File: config.mk
export PLATFORM = sky130hd
export DESIGN_NAME = acq_seq_ctrl
export DESIGN_NICKNAME = d
export VERILOG_FILES = /design/src/rtl/acq_seq_ctrl.sv
export SDC_FILE = /design/constraint.sdc
export NUM_CORES = 1
export LEC_CHECK = 0
export CORE_MARGIN = 2
export CORE_UTILIZATION = 54
export DETAILED_ROUTE_END_ITERATION = 8
export MAX_ROUTING_LAYER = met4
export PLACE_DENSITY = 0.77
export SLEW_MARGIN = 15
export SYNTH_ARGS = -nofsm -noshare
export SYNTH_HDL_FRONTEND = slang
export SYNTH_SLANG_ARGS = --single-unit
File: constraint.sdc
create_clock -name i_clk -period 3.8 [get_ports i_clk]
set_input_delay 0.38 -clock i_clk [delete_from_list [all_inputs] [get_ports i_clk]]
set_output_delay 0.38 -clock i_clk [all_outputs]
set_load 0.05 [all_outputs]
File: src/rtl/acq_seq_ctrl.sv
// acq_seq_ctrl: EMAT acquisition sequencer.
// One start command fires the transmitter N times at a fixed repetition period.
// It opens one ADC capture window per shot.
// It then waits for the result FIFO to fill and for the ARM to finish reading.
// It reports done on completion, or a sticky error if the read phase times out.
module acq_seq_ctrl #(
    parameter int PRF_DIV   = 64000,    // clocks between successive tx_fire rising edges
    parameter int REC_LEN   = 8192,     // capture-window length in clocks
    parameter int ADC_DELAY = 16,       // blanking between tx_fire falling and window start
    parameter int TIMEOUT   = 4000000   // max clocks spent waiting for the read-out
) (
    input  logic       i_clk,
    input  logic       i_reset_n,
    input  logic       i_start,
    input  logic       i_abort,
    input  logic [2:0] i_burst_period,
    input  logic [9:0] i_pulse_period,
    input  logic       i_fifo_full,
    input  logic       i_arm_read_over,
    output logic       o_tx_fire,
    output logic       o_ad_data_valid,
    output logic [2:0] o_shot_idx,
    output logic       o_busy,
    output logic       o_done,
    output logic       o_error,
    output logic [2:0] o_state
);

    typedef enum logic [2:0] {
        S_IDLE    = 3'd0,
        S_FIRE    = 3'd1,
        S_DELAY   = 3'd2,
        S_ACQ     = 3'd3,
        S_GAP     = 3'd4,
        S_WAIT_RD = 3'd5,
        S_ERR     = 3'd6
    } state_t;

    // Terminal counts, pre-computed so every compare is a plain 32-bit equality/magnitude.
    localparam logic [31:0] C_PRF_LAST = 32'(PRF_DIV - 1);
    localparam logic [31:0] C_REC_LAST = 32'(REC_LEN - 1);
    localparam logic [31:0] C_DLY_LAST = 32'(ADC_DELAY - 1);
    localparam logic [31:0] C_TO_LAST  = 32'(TIMEOUT - 1);

    state_t      r_state;
    logic [2:0]  r_n_last;       // latched N-1
    logic [9:0]  r_pw;           // latched pulse width, already forced to at least 1
    logic [31:0] r_prf_cnt;      // clocks since the current shot's tx_fire rising edge
    logic [31:0] r_phase_cnt;    // clocks spent in the current FIRE/DELAY/ACQ/WAIT_RD phase
    logic        r_full_seen;    // fifo_full observed since entering WAIT_RD

    logic [31:0] w_pw_last;
    logic        w_complete;

    assign w_pw_last  = {22'd0, r_pw} - 32'd1;
    // A read-over only counts once the FIFO has been (or is now) full.
    assign w_complete = i_arm_read_over & (r_full_seen | i_fifo_full);
    assign o_state    = r_state;

    // Sequencer FSM; every output is set on the same edge as the state it belongs to.
    always_ff @(posedge i_clk or negedge i_reset_n) begin
        if (!i_reset_n) begin
            r_state         <= S_IDLE;
            r_n_last        <= 3'd0;
            r_pw            <= 10'd0;
            r_prf_cnt       <= 32'd0;
            r_phase_cnt     <= 32'd0;
            r_full_seen     <= 1'b0;
            o_tx_fire       <= 1'b0;
            o_ad_data_valid <= 1'b0;
            o_shot_idx      <= 3'd0;
            o_busy          <= 1'b0;
            o_done          <= 1'b0;
            o_error         <= 1'b0;
        end else begin
            o_done      <= 1'b0;
            r_prf_cnt   <= r_prf_cnt + 32'd1;
            r_phase_cnt <= r_phase_cnt + 32'd1;
            if (i_abort) begin
                r_state         <= S_IDLE;
                o_tx_fire       <= 1'b0;
                o_ad_data_valid <= 1'b0;
                o_busy          <= 1'b0;
                o_shot_idx      <= 3'd0;
                o_error         <= 1'b0;
            end else begin
                case (r_state)
                    S_IDLE, S_ERR: begin
                        if (i_start) begin
                            r_state     <= S_FIRE;
                            r_n_last    <= i_burst_period;
                            r_pw        <= (i_pulse_period == 10'd0) ? 10'd1 : i_pulse_period;
                            r_prf_cnt   <= 32'd0;
                            r_phase_cnt <= 32'd0;
                            o_error     <= 1'b0;
                            o_shot_idx  <= 3'd0;
                            o_tx_fire   <= 1'b1;
                            o_busy      <= 1'b1;
                        end
                    end
                    S_FIRE: begin
                        if (r_phase_cnt == w_pw_last) begin
                            o_tx_fire   <= 1'b0;
                            r_phase_cnt <= 32'd0;
                            if (ADC_DELAY == 0) begin
                                r_state         <= S_ACQ;
                                o_ad_data_valid <= 1'b1;
                            end else begin
                                r_state <= S_DELAY;
                            end
                        end
                    end
                    S_DELAY: begin
                        if (r_phase_cnt == C_DLY_LAST) begin
                            r_state         <= S_ACQ;
                            r_phase_cnt     <= 32'd0;
                            o_ad_data_valid <= 1'b1;
                        end
                    end
                    S_ACQ: begin
                        if (r_phase_cnt == C_REC_LAST) begin
                            o_ad_data_valid <= 1'b0;
                            r_phase_cnt     <= 32'd0;
                            if (o_shot_idx == r_n_last) begin
                                r_state     <= S_WAIT_RD;
                                r_full_seen <= 1'b0;
                            end else begin
                                r_state <= S_GAP;
                            end
                        end
                    end
                    S_GAP: begin
                        // A too-short PRF_DIV leaves GAP on its first clock and stretches the period.
                        if (r_prf_cnt >= C_PRF_LAST) begin
                            r_state     <= S_FIRE;
                            r_prf_cnt   <= 32'd0;
                            r_phase_cnt <= 32'd0;
                            o_shot_idx  <= o_shot_idx + 3'd1;
                            o_tx_fire   <= 1'b1;
                        end
                    end
                    S_WAIT_RD: begin
                        if (i_fifo_full) begin
                            r_full_seen <= 1'b1;
                        end
                        // Completion is tested first so it wins over a simultaneous timeout.
                        if (w_complete) begin
                            r_state    <= S_IDLE;
                            o_done     <= 1'b1;
                            o_busy     <= 1'b0;
                            o_shot_idx <= 3'd0;
                        end else if (r_phase_cnt == C_TO_LAST) begin
                            r_state <= S_ERR;
                            o_error <= 1'b1;
                            o_busy  <= 1'b0;
                        end
                    end
                    default: begin
                        r_state         <= S_IDLE;
                        o_tx_fire       <= 1'b0;
                        o_ad_data_valid <= 1'b0;
                        o_busy          <= 1'b0;
                        o_shot_idx      <= 3'd0;
                        o_error         <= 1'b0;
                    end
                endcase
            end
        end
    end

endmodule

# Yosys cells after proc, flatten, opt, wreduce, memory -nomap -nowiden
# Cells that the tools add are included.
[word_totals] regBits=89
[op_classes] n_addsub=4 order_cmp=1 eq_ne=27 mux=52 n_bitwise=3 reduce_logical=16
[ops] cell="$mux W32" count=9
[ops] cell="$pmux W32 S5" count=1
[ops] cell="$add A32 B1 Y32 const B" count=2
[ops] cell="$pmux W32 S2" count=1
[ops] cell="$mux W3" count=12
[ops] cell="$eq A32 B13 Y1 const B" count=1
[ops] cell="$eq A32 B22 Y1 const B" count=1
[ops] cell="$eq A32 B32 Y1" count=1
[ops] cell="$eq A32 B4 Y1 const B" count=1
[ops] cell="$ge A32 B16 Y1 const B" count=1
[ops] cell="$ne A3 B3 Y1 const B" count=8
[ops] cell="$mux W1" count=21
[ops] cell="$pmux W3 S6" count=1
[ops] cell="$pmux W3 S4" count=1
[ops] cell="$reduce_and A4 Y1" count=3
[ops] cell="$sub A10 B1 Y11 const B" count=1
[ops] cell="$logic_not A10 Y1" count=1
[ops] cell="$mux W10" count=1
[ops] cell="$eq A3 B3 Y1 const B" count=3
[ops] cell="$pmux W1 S3" count=3
[ops] cell="$reduce_and A3 Y1" count=3
[ops] cell="$ne A2 B1 Y1 const B" count=4
[ops] cell="$eq A3 B2 Y1 const B" count=2
[ops] cell="$ne A2 B2 Y1 const B" count=3
[ops] cell="other kinds (17)" count=18

# Logic depth before layout (Yosys ltp)
# Gate-level depths: netlist of run 1.
[depth] depth_word=5 depth_mapped=11

# Worst setup path after synthesis of run 1
# OpenSTA, ideal clock, no wires.
[synth_timing] path_type="register to register" from="reg r_pw[0]" to="reg r_phase_cnt[22]" setup_ns=0.119 arrival_ns=3.426 slack_ns=0.256 stages_incl_launch_ff=12 path_buffers=1 synth_period_minus_slack_ns=3.544 path_cell_list="dfrtp_1 inv_1 ha_1 or4b_4 or4_1 or4b_1 a21boi_1 or3_4 a21o_1 a211oi_4 buf_6 nor2_1"
[synth_via] elab_chain_cells=5
[synth_lines] item="from (decl)" line_no="47" source="logic [9:0] r_pw;"
[synth_lines] item="from (signal assigned)" line_no="92" source="r_pw <= (i_pulse_period == 10'd0) ? 10'd1 : i_pulse_period;"
[synth_lines] item="$sub A10 B1 Y11" line_no="55" source="assign w_pw_last = {22'd0, r_pw} - 32'd1;"
[synth_lines] item="$eq A32 B32 Y1" line_no="102" source="if (r_phase_cnt == w_pw_last) begin"
[synth_lines] item="$mux W32" line_no="102"
[synth_lines] item="$pmux W32 S5" line_no="87" source="case (r_state)"
[synth_lines] item="$mux W32" line_no="79" source="if (i_abort) begin"
[synth_lines] item="to (signal assigned)" line_no="78" source="r_phase_cnt <= r_phase_cnt + 32'd1;"
[synth_lines] item="to (decl)" line_no="49" source="logic [31:0] r_phase_cnt;"
# No other way between the ends.
# A chain may end at the register's enable or synchronous reset.

# Worst setup path after layout of run 1
[layout_timing] from="reg r_pw[0]" to="reg r_phase_cnt[26]"
# The elaborated chain is that of the path after synthesis.

==> results of run 1 <==
[power breakdown]
group	switching (uW)	internal, uW
Clock	347	277
Combinational	513	462
Sequential	210	1100
Total	1070	1830
[cells in the mapped netlist, types with 2 or more instances]
cell | count | area (sq um)
buf_1 | 2 | 7.51
nor3_1 | 11 | 55.1
xor2_1 | 38 | 333
xnor2_1 | 37 | 324
nand4_1 | 15 | 93.8
ha_1 | 4 | 50.1
mux2_2 | 14 | 158
nor4b_1 | 2 | 17.5
nor3b_1 | 4 | 30.0
a221o_1 | 2 | 20.0
nand3_1 | 27 | 135
nor2b_1 | 5 | 31.3
o2bb2ai_1 | 2 | 17.5
a311oi_1 | 4 | 35.0
nand2b_1 | 4 | 25.0
or2_2 | 2 | 12.5
or4_1 | 2 | 15.0
clkbuf_1 | 14 | 52.6
a21oi_1 | 17 | 85.1
nor2_1 | 92 | 345
inv_1 | 12 | 45.0
dfrtp_1 | 89 | 2230
nor4_1 | 13 | 81.3
and2_1 | 2 | 12.5
and4_1 | 5 | 43.8
and3_1 | 11 | 68.8
o21ai_0 | 8 | 40.0
nand2_1 | 41 | 154
buf_6 | 3 | 33.8
o2111ai_1 | 2 | 17.5
or3_1 | 6 | 37.5
[logic make-up (layout without fill, tap and decap cells)]
family	count (synthesis)	count (layout)	share of synthesized area
buf+inv	31	63	0.0290
flops	89	89	0.466
fa+ha+maj	5	5	0.0126
xor+xnor	76	76	0.142
simple gates	246	246	0.252
compound gates	46	46	0.0662
mux	14	14	0.0330
[per-layer routing]
layer	wire [microns]	GRT usage	vias to the layer above
li1	-	-	1801
met1	4540	0.292	1786
met2	4740	0.343	81
met3	323	0.0408	23
met4	220	0.0823	0
met5	0	-	-
[flip-flops by register name, indices dropped and copies added (netlist names)]
| name | flops |
|---|---|
| o_ad_data_valid | 1 |
| r_pw | 10 |
| r_phase_cnt | 32 |
| o_error | 1 |
| o_tx_fire | 1 |
| r_full_seen | 1 |
| o_shot_idx | 3 |
| o_busy | 1 |
| r_prf_cnt | 32 |
| o_done | 1 |
| o_state | 3 |
| r_n_last | 3 |
[worst min-delay path by stage]
stage,slack [ns],startpoint,depth (start not counted),end
after detailed placement,0.48,r_prf_cnt[0],1,r_prf_cnt[0]
final,0.11,i_reset_n,1,r_phase_cnt[25]
after global placement,0.47,r_prf_cnt[0],1,r_prf_cnt[0]
after floorplan,0.08,i_reset_n,0,o_ad_data_valid
after CTS,0.14,i_reset_n,1,r_prf_cnt[15]
after global routing,0.18,i_reset_n,1,r_phase_cnt[26]
[metrics by stage]
stage | std cells | hold WS, ns | utilization | setup WS [ns]
after floorplan | 507 | 0.0844 | - | 0.256
after global placement | 629 | 0.471 | 0.597 | 0.184
after detailed placement | 629 | 0.480 | 0.597 | 0.0551
after CTS | 645 | 0.138 | 0.619 | 0.0293
after global routing | 647 | 0.181 | 0.626 | -0.00333
final | 647 | 0.107 | 0.626 | 0.0937
[area by class of cell]
cell class / instances / area (sq um) / share of cell area
clock buffer: 11 / 151 / 0.0280
sequential: 89 / 2230 / 0.412
multi-input combinational: 387 / 2440 / 0.452
clock inverter: 5 / 38.8 / 0.00717
tap: 108 / 135 / 0.0250
timing repair buffer: 35 / 367 / 0.0678
inverter: 12 / 45.0 / 0.00833
==> metrics.md, run 1 <==
| Metric | Value |
|---|---|
| R2R cell count | `11` |
| Hpwl dp | `6910 microns` |
| Run status | `completed` |
| Die footprint | `0.00963 sq mm` |
| Initial antenna violation count | `0` |
| Syn Nets | `530` |
| Post_cts resized | `0` |
| Reg2Reg Launch Point | `r_pw[0]` |
| Post-route cell area | `0.00541 sq mm` |
| Setup tns final | `0 ns` |
| Initial Util | `0.554` |
| Die height | `98.1 microns` |
| Total GRT Usage | `0.221` |
| Routability cong. | `0.866` |
| Synth async-reset ratio | `1.00` |
| Number of enable flip-flop cells after synthesis | `0` |
| Final net count | `557` |
| Peak VDD IR | `340 uV` |
| Period utilization | `0.975` |
| CP peak stage delay | `0.54 ns` |
| Maximum clock rate | `270 MHz` |
| Area grow syn2layout | `13.1%` |
| Fillers | `702` |
| DR iter-0 viols | `178` |
| Worst Path Max Fanout | `8` |
| Count of different cell masters after synthesis | `48` |
| Drt drc | `0` |
| Worst-path clk slew | `0.08 ns` |
| Critical Path Stages | `11` |
| Layout cells sized above 1 | `0.0909` |
| Hold Crit Class | `in2async` |
| TritonCTS clock tree | `done` |
| Power per cell area | `537 mW/mm^2` |
| Req. time, crit path | `4.06 ns` |
| Final setup viols | `0` |
| Top cell by count, worst path | `or4b_4` |
| Worst Path Buf+Inv | `2` |
| Clk sinks | `89` |
| CP top delay family | `simple AND/OR/NAND/NOR gates` |
| Post-CTS setup buffer count | `0` |
| Port Buffers | `29` |
| Clock tree buffer depth | `2` |
| Cells after Synth | `507` |
| R2R Setup Slk | `0.09 ns` |
| Critical-path cell list | `inv_2 -> ha_4 -> or4b_4 -> or4_4 -> or4b_4 -> a21boi_1 -> or3_4 -> a21o_1 -> a211oi_4 -> clkbuf_16 -> nor2_1` |
| Final clock skew | `0.0144 ns` |
| Post-CTS Hold Buffers | `0` |
| GRT overflow | `0` |
| Final min period | `3.71 ns` |
| Reg2Reg Capture Point | `r_phase_cnt[26]` |
| Detailed-route via count | `3,691` |
| Design Power | `2900 uW` |
| ANT cells | `0` |
| Io pins | `30` |
| Clk_lat worst skew | `0.38 ns` |
| Max_slew headroom | `0.428` |
| Synth Warn # | `0` |
| CP startpoint kind | `register` |
| Crit path capture type | `register` |
| CP max stage cell | `or4b_4` |
| Share of the yosys chip area belonging to registers | `0.466` |
| First-pass GRT wire length | `16,800 microns` |
| Final hold viol count | `0` |
| First-pass DRT Iterations | `5` |
| Crit. Startpoint | `r_pw[0]` |
| LEAKAGE | `0.00231 uW` |
| WL/cell | `15.2 microns` |
| Most common flop cell mapped by yosys | `dfrtp_1` |
| Worst Setup Path Type | `reg2reg` |
| Vias in the first global route | `3,574` |
| Pin count of the biggest net entering global routing | `67` |
| Dpl cell area | `0.00516 sq mm` |
| Commonest non-fill, non-tap cells in the layout | `nor2_1 (91), dfrtp_1 (89), nand2_1 (41)` |
| Number of cell rows | `34` |
| Flops & latches, synth | `89` |
| Via/cell ratio | `5.70` |
| Final Max Tran Viols | `0` |
| WP data arrival | `3.96 ns` |
| CTS buffer count | `9` |
| Worst Tran Pin Value | `0.851 ns` |
| Core ar. | `0.00864 sq mm` |
| Synth Cell Area | `0.00478 sq mm` |
| Root buf cell | `clkbuf_8` |
| Crit path capture | `r_phase_cnt[26]` |
| Deepest level of the CTS H-tree | `3` |
| Final WL | `9820 microns` |
| Most common cell after layout, fill and taps aside | `nor2_1` |
| Width of the chip | `98.1 microns` |
| Avg Inst Size Synth | `9.43 sq um` |
| Routed Antenna Nets | `0` |
| Max-cap check violation count | `0` |
Note: power is estimated with default switching activity, not from simulation.
==> run 2, diff against run 1 <==
--- a/config.mk
+++ b/config.mk
@@ -5,6 +5,8 @@
 export SDC_FILE = /design/constraint.sdc
 export NUM_CORES = 1
 export LEC_CHECK = 0
+export CAP_MARGIN = 10
+export CORE_ASPECT_RATIO = 1.75
 export CORE_MARGIN = 2
 export CORE_UTILIZATION = 54
 export DETAILED_ROUTE_END_ITERATION = 8
==> metrics.md, run 2 (synthesized netlist as in run 1, its figures left out) <==
| Metric | Value |
|---|---|
| Run status | `completed` |
| First-pass DRT Iterations | `4 (-1)` |
| Final min period | `3.65 ns (-0.0612 ns)` |
| Total GRT Usage | `0.239 (+0.0179)` |
| Io pins | `30 (unchanged)` |
| R2R Setup Slk | `0.15 ns (+0.06 ns)` |
| Maximum clock rate | `274 MHz (+1.7%)` |
| Final hold viol count | `0 (unchanged)` |
| Port Buffers | `29 (unchanged)` |
| Max_slew headroom | `0.469 (+0.0409)` |
| Worst-path clk slew | `0.06 ns (-0.02 ns)` |
| WL met3 | `322 microns (-0.31%)` |
| Initial antenna violation count | `0 (unchanged)` |
| Pin count of the biggest net entering global routing | `90 (+34%)` |
| Core ar. | `0.00867 sq mm (+0.41%)` |
| Commonest non-fill, non-tap cells in the layout | `nor2_1 (91), dfrtp_1 (89), nand2_1 (41)` |
| Worst Tran Pin Value | `0.797 ns (-0.0547 ns)` |
| Period utilization | `0.959 (-0.0161)` |
| WP data arrival | `3.87 ns (-0.09 ns)` |
| Wire length on met2 | `5600 microns (+18%)` |
| Drt drc | `0 (unchanged)` |
| Number of cell rows | `45 (+32%)` |
| GRT overflow | `0 (unchanged)` |
| Clk sinks | `89 (unchanged)` |
| CP max stage cell | `or4b_1` |
| Layout cells sized above 1 | `0.0853 (-0.00557)` |
| First-pass GRT wire length | `17,300 microns (+3.0%)` |
| Initial Util | `0.552 (-0.00224)` |
| CP startpoint kind | `register` |
| Minimum hold slack | `0.103 ns (-0.00431 ns)` |
| CP peak stage delay | `0.52 ns (-0.02 ns)` |
| Vias in the first global route | `3,868 (+8.2%)` |
| Crit path capture type | `register` |
| Multi-input logic area | `0.00244 sq mm (-0.31%)` |
| TritonCTS clock tree | `done` |
| ANT cells | `0 (unchanged)` |
| Clock tree buffer depth | `2 (unchanged)` |
| Hpwl dp | `7170 microns (+3.9%)` |
| Width of the chip | `75.1 microns (-23%)` |
| CTS buffer count | `9 (unchanged)` |
| RSZ-0062 raised after global routing | `false` |
| WL/cell | `15.9 microns (+5.0%)` |
| Final Max Tran Viols | `0 (unchanged)` |
| Met1 Wirelength | `4040 microns (-11%)` |
| Final clock skew | `0.00827 ns (-0.00611 ns)` |
| Routed Antenna Nets | `0 (unchanged)` |
| Area grow syn2layout | `15.7%` |
| Peak VDD IR | `451 uV (+33%)` |
| Detailed-route via count | `3,761 (+1.9%)` |
| Hold Crit Class | `in2async` |
| Die height | `129 microns (+31%)` |
| Final setup viols | `0 (unchanged)` |
| Worst Setup Path Type | `reg2reg` |
| Worst Path Max Fanout | `16 (+8)` |
| Storage cell area | `0.00223 sq mm (unchanged)` |
| Critical-path cell list | `inv_2 -> ha_4 -> or4b_4 -> or4_1 -> or4b_1 -> a21boi_1 -> or3_4 -> a21o_1 -> a211oi_4 -> buf_6 -> buf_12 -> nor2_1` |
| DR iter-0 viols | `208 (+17%)` |
| Req. time, crit path | `4.03 ns (-0.03 ns)` |
| Die footprint | `0.00966 sq mm (+0.31%)` |
| Top flop regs | `r_phase_cnt (32), r_prf_cnt (32), r_pw (10)` |
| Power per cell area | `579 mW/mm^2 (+7.8%)` |
| Routability cong. | `0.923 (+6.6%)` |
| Max-cap check violation count | `0 (unchanged)` |
| Most common cell after layout, fill and taps aside | `nor2_1` |
| Final WL | `10,500 microns (+6.5%)` |
| Via/cell ratio | `5.73 (+0.50%)` |
| LEAKAGE | `0.00237 uW (+2.5%)` |
| Setup tns final | `0 ns (unchanged)` |
| Root buf cell | `clkbuf_16` |
| Top sig layer | `met4` |
| Deepest level of the CTS H-tree | `3 (unchanged)` |
| Clk_lat worst skew | `0.34 ns (-0.04 ns)` |
| Fillers | `722 (+2.8%)` |
| Final net count | `558 (+0.18%)` |
[run 2: cell types whose count changed in the layout (fill, tap and decap cells not counted), moves of 2 or more]
cell | before | now
clkbuf_8 | 11 | 2
clkinv_4 | 2 | 0
buf_6 | 1 | 3
clkbuf_16 | 1 | 10
[run 2: worst paths after layout]
check | depth (start not counted) | to | startpoint
max | 12 | r_phase_cnt[10] | r_pw[0]
min | 1 | r_prf_cnt[6] | i_reset_n
max reg2reg | 12 | r_phase_cnt[10] | r_pw[0]
min reg2reg | 1 | r_prf_cnt[0] | r_prf_cnt[0]
max in group asynchronous | 1 | o_shot_idx[2] | i_reset_n
min in group i_clk | 1 | r_prf_cnt[0] | r_prf_cnt[0]
[run 2: repair_timing]
item                       CTS  global route
setup endpoints to repair    0            34
hold buffers                 0             0
buffers inserted             0             1
resized for setup            0             5
hold endpoints to repair     0             0
[run 2: per-layer routing]
metal  track usage  vias to the layer above
met3        0.0532                       35
met5             -                        -
met2         0.398                       79
met1         0.251                     1838
li1              -                     1809
met4         0.141                        0
[run 2: final cells by class]
cell class	count	share of cell area
well taps	117	0.0265
flip-flops and latches	89	0.403
clock inverters	3	0.00724
clock buffers	12	0.0464
inverters	12	0.00814
multi-input cells	387	0.440
repair buffers	36	0.0690
[run 2: power breakdown]
| group | switching [uW] | internal, uW |
|---|---|---|
| logic | 549 | 476 |
| registers | 190 | 1100 |
| clock network | 352 | 540 |
[run 2: critical path: cells and delay by family (launching register included)]
kind	cells	cell delay, ns
AND/OR/NAND/NOR	5	2.00
AO/OA/AOI/OAI	3	0.55
buffers and inverters	3	0.40
adder cells (fa/ha/maj)	1	0.15
flip-flops	1	0.43
[run 2: stage by stage]
step                      worst slack, ns   util  instances  instance area, sq um  power (uW)
after floorplan                     0.256      -        507                  4780        2000
after global placement              0.192  0.596        638                  5170        2210
after detailed placement            0.100  0.596        638                  5170        2260
after CTS                          0.0706  0.630        653                  5470        3160
after global routing               0.0368  0.638        656                  5530        3400
final                               0.155  0.638        656                  5530        3200
